## src/rtl/car_lane_scheduler.sv

```systemverilog
// car_lane_scheduler: per-lane car motion requests from one tick divider, round-robin onto one shared position updater
// Ports:
//   clk_in, reset_in     clock and synchronous active-high reset
//   enable               game running; low parks every lane at X_START (overrun kept)
//   level                0 selects a 20 px step, any other value a 40 px step
//   car_l, car_r         per-lane left/right edges, lane i in bits [10*i+9:10*i]
//   update_valid         one-cycle pulse when a lane position changed
//   update_lane          lane index of the last update
//   overrun              sticky: a lane requested while its previous request was still pending
module car_lane_scheduler #(
    parameter int NUM_LANES = 4,
    parameter int TICK_DIV  = 15000000,
    parameter int X_START   = 20,
    parameter int X_MAX     = 561,
    parameter int CAR_W     = 60
) (
    input  logic                     clk_in,
    input  logic                     reset_in,
    input  logic                     enable,
    input  logic [2:0]               level,
    output logic [10*NUM_LANES-1:0]  car_l,
    output logic [10*NUM_LANES-1:0]  car_r,
    output logic                     update_valid,
    output logic [2:0]               update_lane,
    output logic                     overrun
);
    localparam int TW = $clog2(TICK_DIV);
    logic [TW-1:0]                 tick_cnt_q, tick_cnt_d;
    logic [NUM_LANES-1:0][2:0]     pcnt_q, pcnt_d;
    logic [NUM_LANES-1:0][9:0]     car_l_q, car_l_d;
    logic [NUM_LANES-1:0]          pending_q, pending_d, req, gnt_oh;
    logic [2:0]                    rr_q, rr_d, gnt, update_lane_q;
    logic                          update_valid_q, overrun_q, base_tick, gnt_v, ovr;
    logic [9:0]                    step;
    assign car_l        = car_l_q;
    assign update_valid = update_valid_q;
    assign update_lane  = update_lane_q;
    assign overrun      = overrun_q;
    always_comb begin
        base_tick  = enable && tick_cnt_q == TW'(TICK_DIV - 1);
        tick_cnt_d = base_tick ? '0 : tick_cnt_q + 1'b1;
        step       = (level == 3'd0) ? 10'd20 : 10'd40;
        gnt_v      = 1'b0;
        gnt        = '0;
        // For the current pointer value, scan from farthest to nearest so the nearest pending lane wins.
        for (int j = 0; j < NUM_LANES; j++)
            for (int k = NUM_LANES - 1; k >= 0; k--)
                if (rr_q == 3'(j) && pending_q[(j + k) % NUM_LANES]) begin
                    gnt_v = 1'b1;
                    gnt   = 3'((j + k) % NUM_LANES);
                end
        rr_d = !gnt_v ? rr_q : (gnt == 3'(NUM_LANES - 1)) ? 3'd0 : gnt + 3'd1;
        for (int i = 0; i < NUM_LANES; i++) begin
            req[i]       = base_tick && pcnt_q[i] == 3'(i);
            pcnt_d[i]    = !base_tick ? pcnt_q[i] : req[i] ? 3'd0 : pcnt_q[i] + 3'd1;
            gnt_oh[i]    = gnt_v && gnt == 3'(i);
            // A request arriving in the grant cycle of the same lane survives as a fresh pending entry.
            pending_d[i] = req[i] | (pending_q[i] & ~gnt_oh[i]);
            car_l_d[i]   = !gnt_oh[i] ? car_l_q[i] :
                           (car_l_q[i] >= 10'(X_MAX)) ? 10'(X_START) : car_l_q[i] + step;
            car_r[10*i +: 10] = car_l_q[i] + 10'(CAR_W);
        end
        ovr = |(req & pending_q & ~gnt_oh);
    end
    always_ff @(posedge clk_in) begin
        if (reset_in || !enable) begin
            tick_cnt_q     <= '0;
            pcnt_q         <= '0;
            pending_q      <= '0;
            rr_q           <= '0;
            car_l_q        <= {NUM_LANES{10'(X_START)}};
            update_valid_q <= 1'b0;
            update_lane_q  <= '0;
            overrun_q      <= reset_in ? 1'b0 : overrun_q;
        end else begin
            tick_cnt_q     <= tick_cnt_d;
            pcnt_q         <= pcnt_d;
            pending_q      <= pending_d;
            rr_q           <= rr_d;
            car_l_q        <= car_l_d;
            update_valid_q <= gnt_v;
            update_lane_q  <= gnt_v ? gnt : update_lane_q;
            overrun_q      <= overrun_q | ovr;
        end
    end
endmodule

```

## config.mk

```make
export PLATFORM = sky130hd
export DESIGN_NAME = car_lane_scheduler
export DESIGN_NICKNAME = d
export VERILOG_FILES = /design/src/rtl/car_lane_scheduler.sv
export SDC_FILE = /design/constraint.sdc
export NUM_CORES = 1
export LEC_CHECK = 0
export CORE_ASPECT_RATIO = 1.5
export CORE_MARGIN = 5
export CORE_UTILIZATION = 30
export DETAILED_ROUTE_END_ITERATION = 16
export GPL_TIMING_DRIVEN = 0
export PLACE_DENSITY = 0.48
export SLEW_MARGIN = 20
export SYNTH_ARGS = -nofsm -noshare
export SYNTH_HDL_FRONTEND = slang
export SYNTH_SLANG_ARGS = --single-unit
```

## constraint.sdc

```tcl
create_clock -name clk_in -period 3.7 [get_ports clk_in]
set_clock_uncertainty 0.2 [all_clocks]
set_input_delay 0.37 -clock clk_in [delete_from_list [all_inputs] [get_ports clk_in]]
set_output_delay 0.37 -clock clk_in [all_outputs]
set_load 0.005 [all_outputs]
```

==> metrics.csv, run 1 <==
stage;metric;value;unit
setup_path;Reg2Reg Setup Slack;0.81;ns
routing;Detailed Routing Iterations Pass 1;4;
power_and_ir_drop;maximum resistive drop on vdd;0.000170;V
timing;number of failing hold endpoints at the final stage;0;
timing;shortest period the worst path allows;3.27;ns
yosys;Seq cells post-synth;78;
power_and_ir_drop;cell area power density;287;mW/mm^2
cells_and_area;fraction of final layout cells sized beyond drive strength 1;5.46;%
die;row count;55;
place;number of cells after detailed placement;843;
global_route;GR Overflow Total;0;
routing;Detailed Route Iter0 Violations;162;
cells_and_area;number of diodes added for antenna fixing;0;
cells_and_area;post-route non-filler standard cell count;858;
die;overall die width;112;microns
global_route;vias in the first global route;4040;
cells_and_area;final net count;702;
yosys;number of enable-type register cells in the synthesized netlist;1;
power_and_ir_drop;Static Leakage;2.21;nW
yosys;post-synthesis area per instance;8.39;sq um
clock_network;maximum level of the CTS H-tree;3;
outcome;outcome;finished, final reports clean;
yosys;post-synthesis instance area;0.00466;sq mm
die;area enclosed by the die boundary;0.0182;sq mm
setup_path;Critical Path Max Stage Delay;0.62;ns
timing;Total Neg Setup Slack;0;ns
setup_path;Req. time, crit path;3.70;ns
timing;setup repair after global routing missed its margin;no;
setup_path;CP max FO;12;
die;total core area;0.0152;sq mm
setup_path;Worst path top cell family by delay;buffers and inverters;
setup_path;CP Data Arrival Time;3.27;ns
yosys;predominant post-synthesis flop cell;sky130_fd_sc_hd__dfxtp_1;
clock_network;CTS max path bufs;2;
place;estimated wirelength of the detail-placed design;9080;microns
place;placer congestion estimate;0.778;
cells_and_area;fill cell count;1565;
yosys;share of async-settable or async-resettable flops after synthesis;0;%
timing;Pins Over Slew Limit;0;
global_route;global-route wire length before repair;19300;microns
setup_path;startpoint kind of the worst setup timing path;input port;
place;quantity of I/O buffers inserted on ports;73;
timing;final period utilization;88.4;%
die;initial cell density of the core;30.6;%
timing;fmax;0.306;GHz
cells_and_area;relative area change from synthesis to final layout;27.8;%
routing;vias per cell;4.75;
clock_network;clock latency at the later pin of the worst-skew pair;0.33;ns
die;height of the die;163;microns
job;max-capacitance violation count;0;
yosys;gate count after technology mapping;555;
die;I/O pins;91;
clock_network;clock slew at the register clock pins of the worst setup and hold paths;0.06;ns
clock_network;TritonCTS buffer count;9;
routing;antenna-violating nets left;0;
cells_and_area;post-route cell area;0.00595;sq mm
global_route;initial antenna violation count;0;
setup_path;Buffers & Inverters on Critical Path;3;
clock_network;CTS Root Cell;sky130_fd_sc_hd__clkbuf_16;
yosys;Seq/Total Area, Yosys;33.7;%
routing;DRC violations left;0;
routing;wire length per cell after detailed routing;13.4;microns
worst_hold_path;Hold Crit Class;flop to flop;
timing;Fin Hold WS;0.268;ns
routing;vias post-DR;4076;
setup_path;cells along the critical path;clkdlybuf4s50_1 > or3_1 > clkinvlp_4 > ha_1 > inv_1 > fa_1 > nor2b_1 > o21ai_0 > a211oi_1 > xnor2_1 > nor2_1;
clock_network;TritonCTS clock tree;yes;
setup_path;element type at the critical path end;flop;
global_route;maximum number of pins on one net before global-route repair;13;
global_route;All-Layer GR Usage;12.9;%
clock_network;post-CTS setup buffer count;0;
routing;Routed WL;11500;microns
setup_path;Crit Path Class;input port to flop;
yosys;synth unique cells;45;
clock_network;clk sink count;78;
yosys;Yosys warnings;0;
place;standard cell area after detailed placement;0.00570;sq mm
timing;slew at the pin with the worst max-slew slack;0.846;ns
setup_path;Slowest-stage cell, CP;sky130_fd_sc_hd__or3_1;
timing;setup-violating endpoint count in the final report;0;
timing;headroom to the max-slew limit;43.2;%
## timing repair
action	in CTS	in global routing
gates resized for setup	0	1
hold buffers	0	0
setup endpoints to repair	0	2
hold endpoints to repair	0	0
## through the flow
step           total power [mW]  util [%]  worst slack, ns
2_1_floorplan             0.927         -            0.782
3_3_place_gp              0.952      37.5           -0.134
3_5_place_dp              0.953      37.5           -0.145
4_1_cts                    1.74      39.1            0.194
5_1_grt                    1.79      39.1            0.189
6_report                   1.71      39.1            0.428
## cell families (layout without fill, tap and decap cells)
kind of cell / after synthesis / count (layout) / share of synthesized area (%)
AND/OR/NAND/NOR: 202 / 202 / 20.2
adder cells (fa/ha/maj): 41 / 41 / 11.7
flip-flops: 78 / 78 / 33.7
XOR/XNOR: 52 / 52 / 9.78
buffers and inverters: 66 / 154 / 7.09
other: 1 / 17 / 0.0805
multiplexers: 14 / 14 / 3.01
AO/OA/AOI/OAI: 101 / 101 / 14.5
## placed cells by master (no fill, tap or decap), types with 5 or more instances in the layout
cell type and instances:
sky130_fd_sc_hd__clkbuf_1 17, sky130_fd_sc_hd__a22oi_1 6, sky130_fd_sc_hd__nor2b_1 16, sky130_fd_sc_hd__xor2_1 25
sky130_fd_sc_hd__a211oi_1 5, sky130_fd_sc_hd__o21ai_0 10, sky130_fd_sc_hd__a211o_1 8, sky130_fd_sc_hd__nand2_1 42
sky130_fd_sc_hd__nand4_1 13, sky130_fd_sc_hd__inv_1 30, sky130_fd_sc_hd__conb_1 17, sky130_fd_sc_hd__dfxtp_1 77
sky130_fd_sc_hd__clkdlybuf4s50_1 73, sky130_fd_sc_hd__ha_1 37, sky130_fd_sc_hd__clkbuf_16 9, sky130_fd_sc_hd__nand3_1 17
sky130_fd_sc_hd__a21oi_1 39, sky130_fd_sc_hd__nor2_1 85, sky130_fd_sc_hd__xnor2_1 27, sky130_fd_sc_hd__buf_4 20
sky130_fd_sc_hd__mux2i_1 14, sky130_fd_sc_hd__nor3_1 11
## sequential cells by signal, indices dropped and copies added, names as in the netlist
register / count
pcnt_q: 12
rr_q: 2
car_l: 32
tick_cnt_q: 24
update_lane: 2
overrun: 1
update_valid: 1
pending_q: 4
## layout make-up
type / count / area, sq um / area share, %
Clock inverter: 2 / 10.0 / 0.168
Timing Repair Buffer: 73 / 731 / 12.3
Sequential cell: 78 / 1570 / 26.4
Tap cell: 199 / 249 / 4.18
Multi-Input combinational cell: 427 / 2820 / 47.3
Buffer: 35 / 214 / 3.60
Inverter: 31 / 120 / 2.02
Clock buffer: 13 / 240 / 4.04
## report_power, final
part           internal (mW)  switching (mW)
sequential             0.843         0.00148
clock                  0.449           0.323
combinational         0.0397          0.0502
total                   1.33           0.375
## worst min-delay path, delay by kind of cell (launching register included)
family,cells,cell delay [ns]
AOI/OAI and AO/OA,1,0.05
and+or+nand+nor,1,0.05
DFF,1,0.31
## final timing paths
| path | from | endpoint | cells after the start |
|---|---|---|---|
| min | update_lane[1] | update_lane[1] | 2 |
| min reg2reg | update_lane[1] | update_lane[1] | 2 |
| max | level[1] | car_l[18] | 11 |
| max reg2reg | rr_q[1] | car_l[22] | 8 |
## synthesized netlist by cell type, drive strengths merged, types with 5 or more instances
library cell	number	area (sq um)
nor2	85	319
dfxtp	77	1540
nand2	42	158
a21oi	39	195
ha	37	463
inv	31	116
xnor2	27	236
xor2	25	219
buf	22	165
nand3	17	85.1
nor2b	16	100
mux2i	14	140
clkbuf	13	48.8
nand4	13	81.3
nor3	11	55.1
o21ai	10	50.1
a211o	8	70.1
a22oi	6	45.0
a211oi	5	37.5
## metal layers
| metal | global-route usage (%) | vias up | wire (microns) |
|---|---|---|---|
| met1 | 13.2 | 1888 | 4600 |
| li1 | - | 2089 | - |
| met3 | 2.90 | 16 | 503 |
| met5 | 0 | - | 0 |
| met4 | 5.42 | 0 | 247 |
| met2 | 24.7 | 83 | 6190 |
Power figures use the tool's default switching activity.
==> inputs of run 2 (changes only) <==
--- a/config.mk
+++ b/config.mk
@@ -10,7 +10,6 @@
 export CORE_UTILIZATION = 30
 export DETAILED_ROUTE_END_ITERATION = 16
 export GPL_TIMING_DRIVEN = 0
-export PLACE_DENSITY = 0.48
 export SLEW_MARGIN = 20
 export SYNTH_ARGS = -nofsm -noshare
 export SYNTH_HDL_FRONTEND = slang
==> metrics.csv, run 2 (synthesis results as in run 1) <==
stage;metric;value;unit;change
timing;headroom to the max-slew limit;41.9;%;was 43.2%
worst_hold_path;Hold Crit Class;flop to flop;;unchanged
die;total core area;0.0152;sq mm;unchanged
timing;final period utilization;89.9;%;was 88.4%
outcome;outcome;finished, final reports clean;;unchanged
clock_network;clock slew at the register clock pins of the worst setup and hold paths;0.06;ns;about the same
timing;shortest period the worst path allows;3.33;ns;was 3.27 ns
routing;Detailed Routing Iterations Pass 1;4;;unchanged
place;worst slack at placement;-0.159;ns;was -0.145 ns
place;number of cells after detailed placement;843;;unchanged
timing;Pins Over Slew Limit;0;;unchanged
clock_network;CTS hold repair buffers;0;;unchanged
cells_and_area;final net count;702;;unchanged
cells_and_area;number of flip-flops in the largest register;32;;unchanged
clock_network;clk sink count;78;;unchanged
global_route;vias in the first global route;4059;;was 4040
job;max-capacitance violation count;0;;unchanged
routing;wire length per cell after detailed routing;13.4;microns;about the same
global_route;GR Overflow Total;0;;unchanged
global_route;maximum number of pins on one net before global-route repair;14;;was 13
routing;Routed WL;11500;microns;about the same
routing;vias post-DR;4115;;was 4076
die;overall die width;112;microns;unchanged
setup_path;startpoint kind of the worst setup timing path;input port;;unchanged
die;I/O pins;91;;unchanged
routing;DRC violations left;0;;unchanged
global_route;global-route wire length before repair;19000;microns;was 19300 microns
clock_network;TritonCTS buffer count;9;;unchanged
cells_and_area;fill cell count;1538;;was 1565
timing;setup-violating endpoint count in the final report;0;;unchanged
power_and_ir_drop;cell area power density;294;mW/mm^2;was 287 mW/mm^2
global_route;initial antenna violation count;0;;unchanged
cells_and_area;number of diodes added for antenna fixing;0;;unchanged
die;height of the die;163;microns;unchanged
cells_and_area;relative area change from synthesis to final layout;28.3;%;was 27.8%
routing;antenna-violating nets left;0;;unchanged
setup_path;element type at the critical path end;flop;;unchanged
place;quantity of I/O buffers inserted on ports;73;;unchanged
die;area enclosed by the die boundary;0.0182;sq mm;unchanged
timing;number of failing hold endpoints at the final stage;0;;unchanged
cells_and_area;post-route non-filler standard cell count;859;;was 858
routing;Detailed Route Iter0 Violations;136;;was 162
timing;setup repair after global routing missed its margin;no;;unchanged
cells_and_area;Util after Layout;39.3;%;was 39.1%
clock_network;TritonCTS clock tree;yes;;unchanged
timing;fmax;0.301;GHz;was 0.306 GHz
setup_path;CP Data Arrival Time;3.33;ns;was 3.27 ns
power_and_ir_drop;maximum resistive drop on vdd;0.000191;V;was 0.000170 V
timing;Final Worst Setup Slack;0.373;ns;was 0.428 ns
setup_path;Crit Path Class;input port to flop;;unchanged
timing;slew at the pin with the worst max-slew slack;0.865;ns;was 0.846 ns
die;row count;55;;unchanged
global_route;All-Layer GR Usage;12.5;%;was 12.9%
place;placer congestion estimate;0.834;;was 0.778
power_and_ir_drop;Static Leakage;2.22;nW;was 2.21 nW
setup_path;Req. time, crit path;3.70;ns;about the same
setup_path;CP max FO;12;;unchanged
clock_network;maximum level of the CTS H-tree;3;;unchanged
cells_and_area;most frequent cells in the layout;sky130_fd_sc_hd__nor2_1 (85), sky130_fd_sc_hd__dfxtp_1 (77), sky130_fd_sc_hd__clkdlybuf4s50_1 (73);;unchanged
routing;vias per cell;4.79;;was 4.75
die;initial cell density of the core;30.6;%;unchanged
place;estimated wirelength of the detail-placed design;8960;microns;was 9080 microns
clock_network;clock latency at the later pin of the worst-skew pair;0.34;ns;was 0.33 ns
clock_network;CTS Root Cell;sky130_fd_sc_hd__clkbuf_16;;unchanged
cells_and_area;fraction of final layout cells sized beyond drive strength 1;6.21;%;was 5.46%
clock_network;CTS max path bufs;2;;unchanged
cells_and_area;most frequent standard cell in the layout excluding fill and tap cells;sky130_fd_sc_hd__nor2_1;;unchanged
## run 2: cell count changes in the layout (fill, tap and decap cells not counted)
cell / delta
sky130_fd_sc_hd__clkinv_4: +2
sky130_fd_sc_hd__clkbuf_8: +1
sky130_fd_sc_hd__clkbuf_1: -4
sky130_fd_sc_hd__clkinv_2: +2
## run 2: timing repair
item,in CTS,in global routing
resized for setup,0,1
setup endpoints to repair,0,1
setup buffers,0,0
## run 2: routing by layer
| layer | vias to the layer above | share of wire, % | track usage [%] |
|---|---|---|---|
| li1 | 2088 | - | - |
| met1 | 1929 | 41 | 13.2 |
| met2 | 84 | 52 | 23.6 |
| met3 | 14 | 5.1 | 3.09 |
| met4 | 0 | 1.8 | 4.87 |
| met5 | - | 0 | 0 |
## run 2: worst paths after layout
check	depth (start not counted)	slack, ns	from	to
max	11	0.37	level[1]	car_l[28]
min	1	0.27	tick_cnt_q[0]	tick_cnt_q[0]
max reg2reg	8	0.76	rr_q[1]	car_l[22]
min reg2reg	1	0.27	tick_cnt_q[0]	tick_cnt_q[0]
## run 2: report_power, final
group / leakage, nW / switching [mW] / internal [mW]
clock network: 0.142 / 0.351 / 0.470
registers: 0.632 / 0.00176 / 0.843
logic: 1.45 / 0.0507 / 0.0400
total: 2.22 / 0.403 / 1.35
## run 2: through the flow
| step | hold slack [ns] | area [sq um] | TNS [ns] | power, mW |
|---|---|---|---|---|
| after floorplan | 0.230 | 4720 | 0 | 0.927 |
| after global placement | 0.243 | 5700 | -0.231 | 0.950 |
| after detailed placement | 0.260 | 5700 | -0.569 | 0.953 |
| after CTS | 0.274 | 5970 | 0 | 1.78 |
| after global routing | 0.291 | 5980 | 0 | 1.83 |
| final | 0.271 | 5980 | 0 | 1.76 |
## run 2: cell type report
class                      instances  area (sq um)  area share (%)
multi-input combinational        427          2820            47.1
sequential                        78          1570            26.3
timing repair buffer              73           731            12.2
tap                              199           249            4.17
clock buffer                      10           239            4.00
buffer                            35           214            3.58
inverter                          31           120            2.01
clock inverter                     6          37.5           0.628
## run 2: critical path, cell delays in order
cell	delay [ns]
sky130_fd_sc_hd__clkdlybuf4s50_1	0.39
sky130_fd_sc_hd__or3_1	0.63
sky130_fd_sc_hd__clkinvlp_4	0.39
sky130_fd_sc_hd__ha_1	0.27
sky130_fd_sc_hd__inv_1	0.07
sky130_fd_sc_hd__fa_1	0.37
sky130_fd_sc_hd__nor2b_1	0.17
sky130_fd_sc_hd__o21ai_0	0.13
sky130_fd_sc_hd__a211oi_1	0.32
sky130_fd_sc_hd__xnor2_1	0.16
sky130_fd_sc_hd__nor2_1	0.05
==> inputs of run 3 (changes only) <==
--- a/config.mk
+++ b/config.mk
@@ -9,6 +9,7 @@
 export CORE_MARGIN = 5
 export CORE_UTILIZATION = 30
 export DETAILED_ROUTE_END_ITERATION = 16
+export DONT_BUFFER_PORTS = 1
 export GPL_TIMING_DRIVEN = 0
 export SLEW_MARGIN = 20
 export SYNTH_ARGS = -nofsm -noshare
==> metrics.csv, run 3 (synthesis results as in run 1) <==
stage;metric;value;unit;change
outcome;outcome;finished, final reports clean;;unchanged
cells_and_area;FF/Latch Area;0.00157;sq mm;unchanged
timing;final period utilization;83.6;%;was 89.9%
setup_path;Crit Path Class;input port to flop;;unchanged
clock_network;CTS max path bufs;2;;unchanged
cells_and_area;number of diodes added for antenna fixing;0;;unchanged
place;worst slack at placement;0.208;ns;was -0.159 ns
cells_and_area;most frequent standard cell in the layout excluding fill and tap cells;sky130_fd_sc_hd__nor2_1;;unchanged
clock_network;cells resized by post-CTS repair;0;;unchanged
die;area enclosed by the die boundary;0.0182;sq mm;unchanged
global_route;global-route wire length before repair;18500;microns;was 19000 microns
die;height of the die;163;microns;unchanged
global_route;GR Overflow Total;0;;unchanged
worst_hold_path;startpoint of the most critical hold path;reset_in;;was tick_cnt_q[0]
clock_network;CTS hold repair buffers;0;;unchanged
power_and_ir_drop;total power;2.01;mW;was 1.76 mW
routing;Detailed Route Iter0 Violations;207;;was 136
timing;shortest period the worst path allows;3.09;ns;was 3.33 ns
cells_and_area;most frequent cells in the layout;sky130_fd_sc_hd__nor2_1 (85), sky130_fd_sc_hd__dfxtp_1 (77), sky130_fd_sc_hd__nand2_1 (42);;was sky130_fd_sc_hd__nor2_1 (85), sky130_fd_sc_hd__dfxtp_1 (77), sky130_fd_sc_hd__clkdlybuf4s50_1 (73)
clock_network;TritonCTS clock tree;yes;;unchanged
timing;setup-violating endpoint count in the final report;0;;unchanged
timing;slew at the pin with the worst max-slew slack;0.932;ns;was 0.865 ns
setup_path;CP max FO;12;;unchanged
routing;wire length per cell after detailed routing;14.3;microns;was 13.4 microns
cells_and_area;relative area change from synthesis to final layout;14.4;%;was 28.3%
place;standard cell area after detailed placement;0.00497;sq mm;was 0.00570 sq mm
die;row count;55;;unchanged
job;max-capacitance violation count;0;;unchanged
die;overall die width;112;microns;unchanged
power_and_ir_drop;Static Leakage;2.00;nW;was 2.22 nW
routing;vias per cell;5.00;;was 4.79
cells_and_area;post-route cell area;0.00533;sq mm;was 0.00598 sq mm
cells_and_area;fill cell count;1543;;was 1538
setup_path;startpoint kind of the worst setup timing path;input port;;unchanged
timing;Total Neg Setup Slack;0;ns;unchanged
setup_path;Setup crit end;car_l[38];;was car_l[28]
global_route;All-Layer GR Usage;12.3;%;was 12.5%
cells_and_area;fraction of final layout cells sized beyond drive strength 1;6.64;%;was 6.21%
clock_network;clk sink count;78;;unchanged
timing;Final Worst Setup Slack;0.606;ns;was 0.373 ns
setup_path;Req. time, crit path;3.71;ns;was 3.70 ns
routing;Detailed Routing Iterations Pass 1;4;;unchanged
clock_network;maximum level of the CTS H-tree;3;;unchanged
routing;antenna-violating nets left;0;;unchanged
timing;setup repair after global routing missed its margin;no;;unchanged
die;total core area;0.0152;sq mm;unchanged
setup_path;launching instance or port of the critical path;level[1];;unchanged
cells_and_area;post-route non-filler standard cell count;786;;was 859
routing;Routed WL;11300;microns;was 11500 microns
setup_path;worst r2r dst;car_l[22];;unchanged
clock_network;TritonCTS buffer count;9;;unchanged
clock_network;clock slew at the register clock pins of the worst setup and hold paths;0.06;ns;about the same
cells_and_area;final net count;629;;was 702
routing;vias post-DR;3932;;was 4115
cells_and_area;combined area of the multi-input logic cells;0.00282;sq mm;unchanged
setup_path;Reg2Reg Setup Slack;0.79;ns;was 0.76 ns
place;quantity of I/O buffers inserted on ports;0;;was 73
routing;DRC violations left;0;;unchanged
timing;Pins Over Slew Limit;0;;unchanged
clock_network;post-CTS setup buffer count;0;;unchanged
power_and_ir_drop;cell area power density;377;mW/mm^2;was 294 mW/mm^2
global_route;vias in the first global route;3849;;was 4059
place;estimated wirelength of the detail-placed design;8740;microns;was 8960 microns
global_route;initial antenna violation count;0;;unchanged
clock_network;CTS Root Cell;sky130_fd_sc_hd__clkbuf_16;;unchanged
power_and_ir_drop;maximum resistive drop on vdd;0.000183;V;was 0.000191 V
place;placer congestion estimate;0.860;;was 0.834
die;I/O pins;91;;unchanged
worst_hold_path;Hold Crit Class;input port to flop;;was flop to flop
setup_path;element type at the critical path end;flop;;unchanged
setup_path;origin of the critical flop-to-flop path;rr_q[1];;unchanged
timing;headroom to the max-slew limit;37.4;%;was 41.9%
die;initial cell density of the core;30.6;%;unchanged
timing;number of failing hold endpoints at the final stage;0;;unchanged
clock_network;clock latency at the later pin of the worst-skew pair;0.34;ns;about the same
setup_path;cell depth of the worst flop-to-flop path;8;;unchanged
timing;fmax;0.323;GHz;was 0.301 GHz
setup_path;CP Data Arrival Time;3.10;ns;was 3.33 ns
cells_and_area;number of flip-flops in the largest register;32;;unchanged
place;number of cells after detailed placement;770;;was 843
global_route;maximum number of pins on one net before global-route repair;14;;unchanged
==> run 3: routing by layer <==
| metal | global-route usage [%] | up-vias | routed length, microns |
|---|---|---|---|
| met5 | 0 | - | 0 |
| met4 | 5.04 | 0 | 236 |
| met3 | 4.46 | 22 | 911 |
| met2 | 22.7 | 111 | 5790 |
| met1 | 12.6 | 1858 | 4350 |
| li1 | - | 1941 | - |
==> run 3: cell type report <==
class | instances | share of cell area [%]
Sequential cell | 78 | 29.5
Clock inverter | 6 | 2.51
Tap cell | 199 | 4.67
Clock buffer | 10 | 4.30
Multi-Input combinational cell | 427 | 52.8
Buffer | 35 | 4.02
Inverter | 31 | 2.18
==> run 3: how the worst min path moves through the flow <==
stage                     cells past startpoint  slack, ns             to
after floorplan                               1       0.23  tick_cnt_q[0]
after global placement                        1       0.24  tick_cnt_q[0]
after detailed placement                      1       0.26  tick_cnt_q[0]
after CTS                                     1       0.02        overrun
after global routing                          1       0.02        overrun
final                                         1       0.03        overrun
==> run 3: per-stage QoR <==
stage	util, %	hold WS (ns)
after floorplan	-	0.230
after global placement	32.7	0.242
after detailed placement	32.7	0.257
after CTS	35.0	0.0169
after global routing	35.0	0.0160
final	35.0	0.0327
==> run 3: critical path, stage by stage <==
cell,delay (ns)
sky130_fd_sc_hd__or3_1,0.59
sky130_fd_sc_hd__inv_1,0.54
sky130_fd_sc_hd__ha_1,0.31
sky130_fd_sc_hd__inv_1,0.06
sky130_fd_sc_hd__fa_1,0.40
sky130_fd_sc_hd__nor2b_1,0.16
sky130_fd_sc_hd__o21ai_0,0.13
sky130_fd_sc_hd__a211oi_1,0.33
sky130_fd_sc_hd__xnor2_1,0.16
sky130_fd_sc_hd__nor2_1,0.05
==> run 3: report_power, final <==
part | internal, mW | switching (mW) | total [mW]
sequential | 0.843 | 0.00179 | 0.845
clock | 0.728 | 0.356 | 1.08
combinational | 0.0342 | 0.0485 | 0.0827
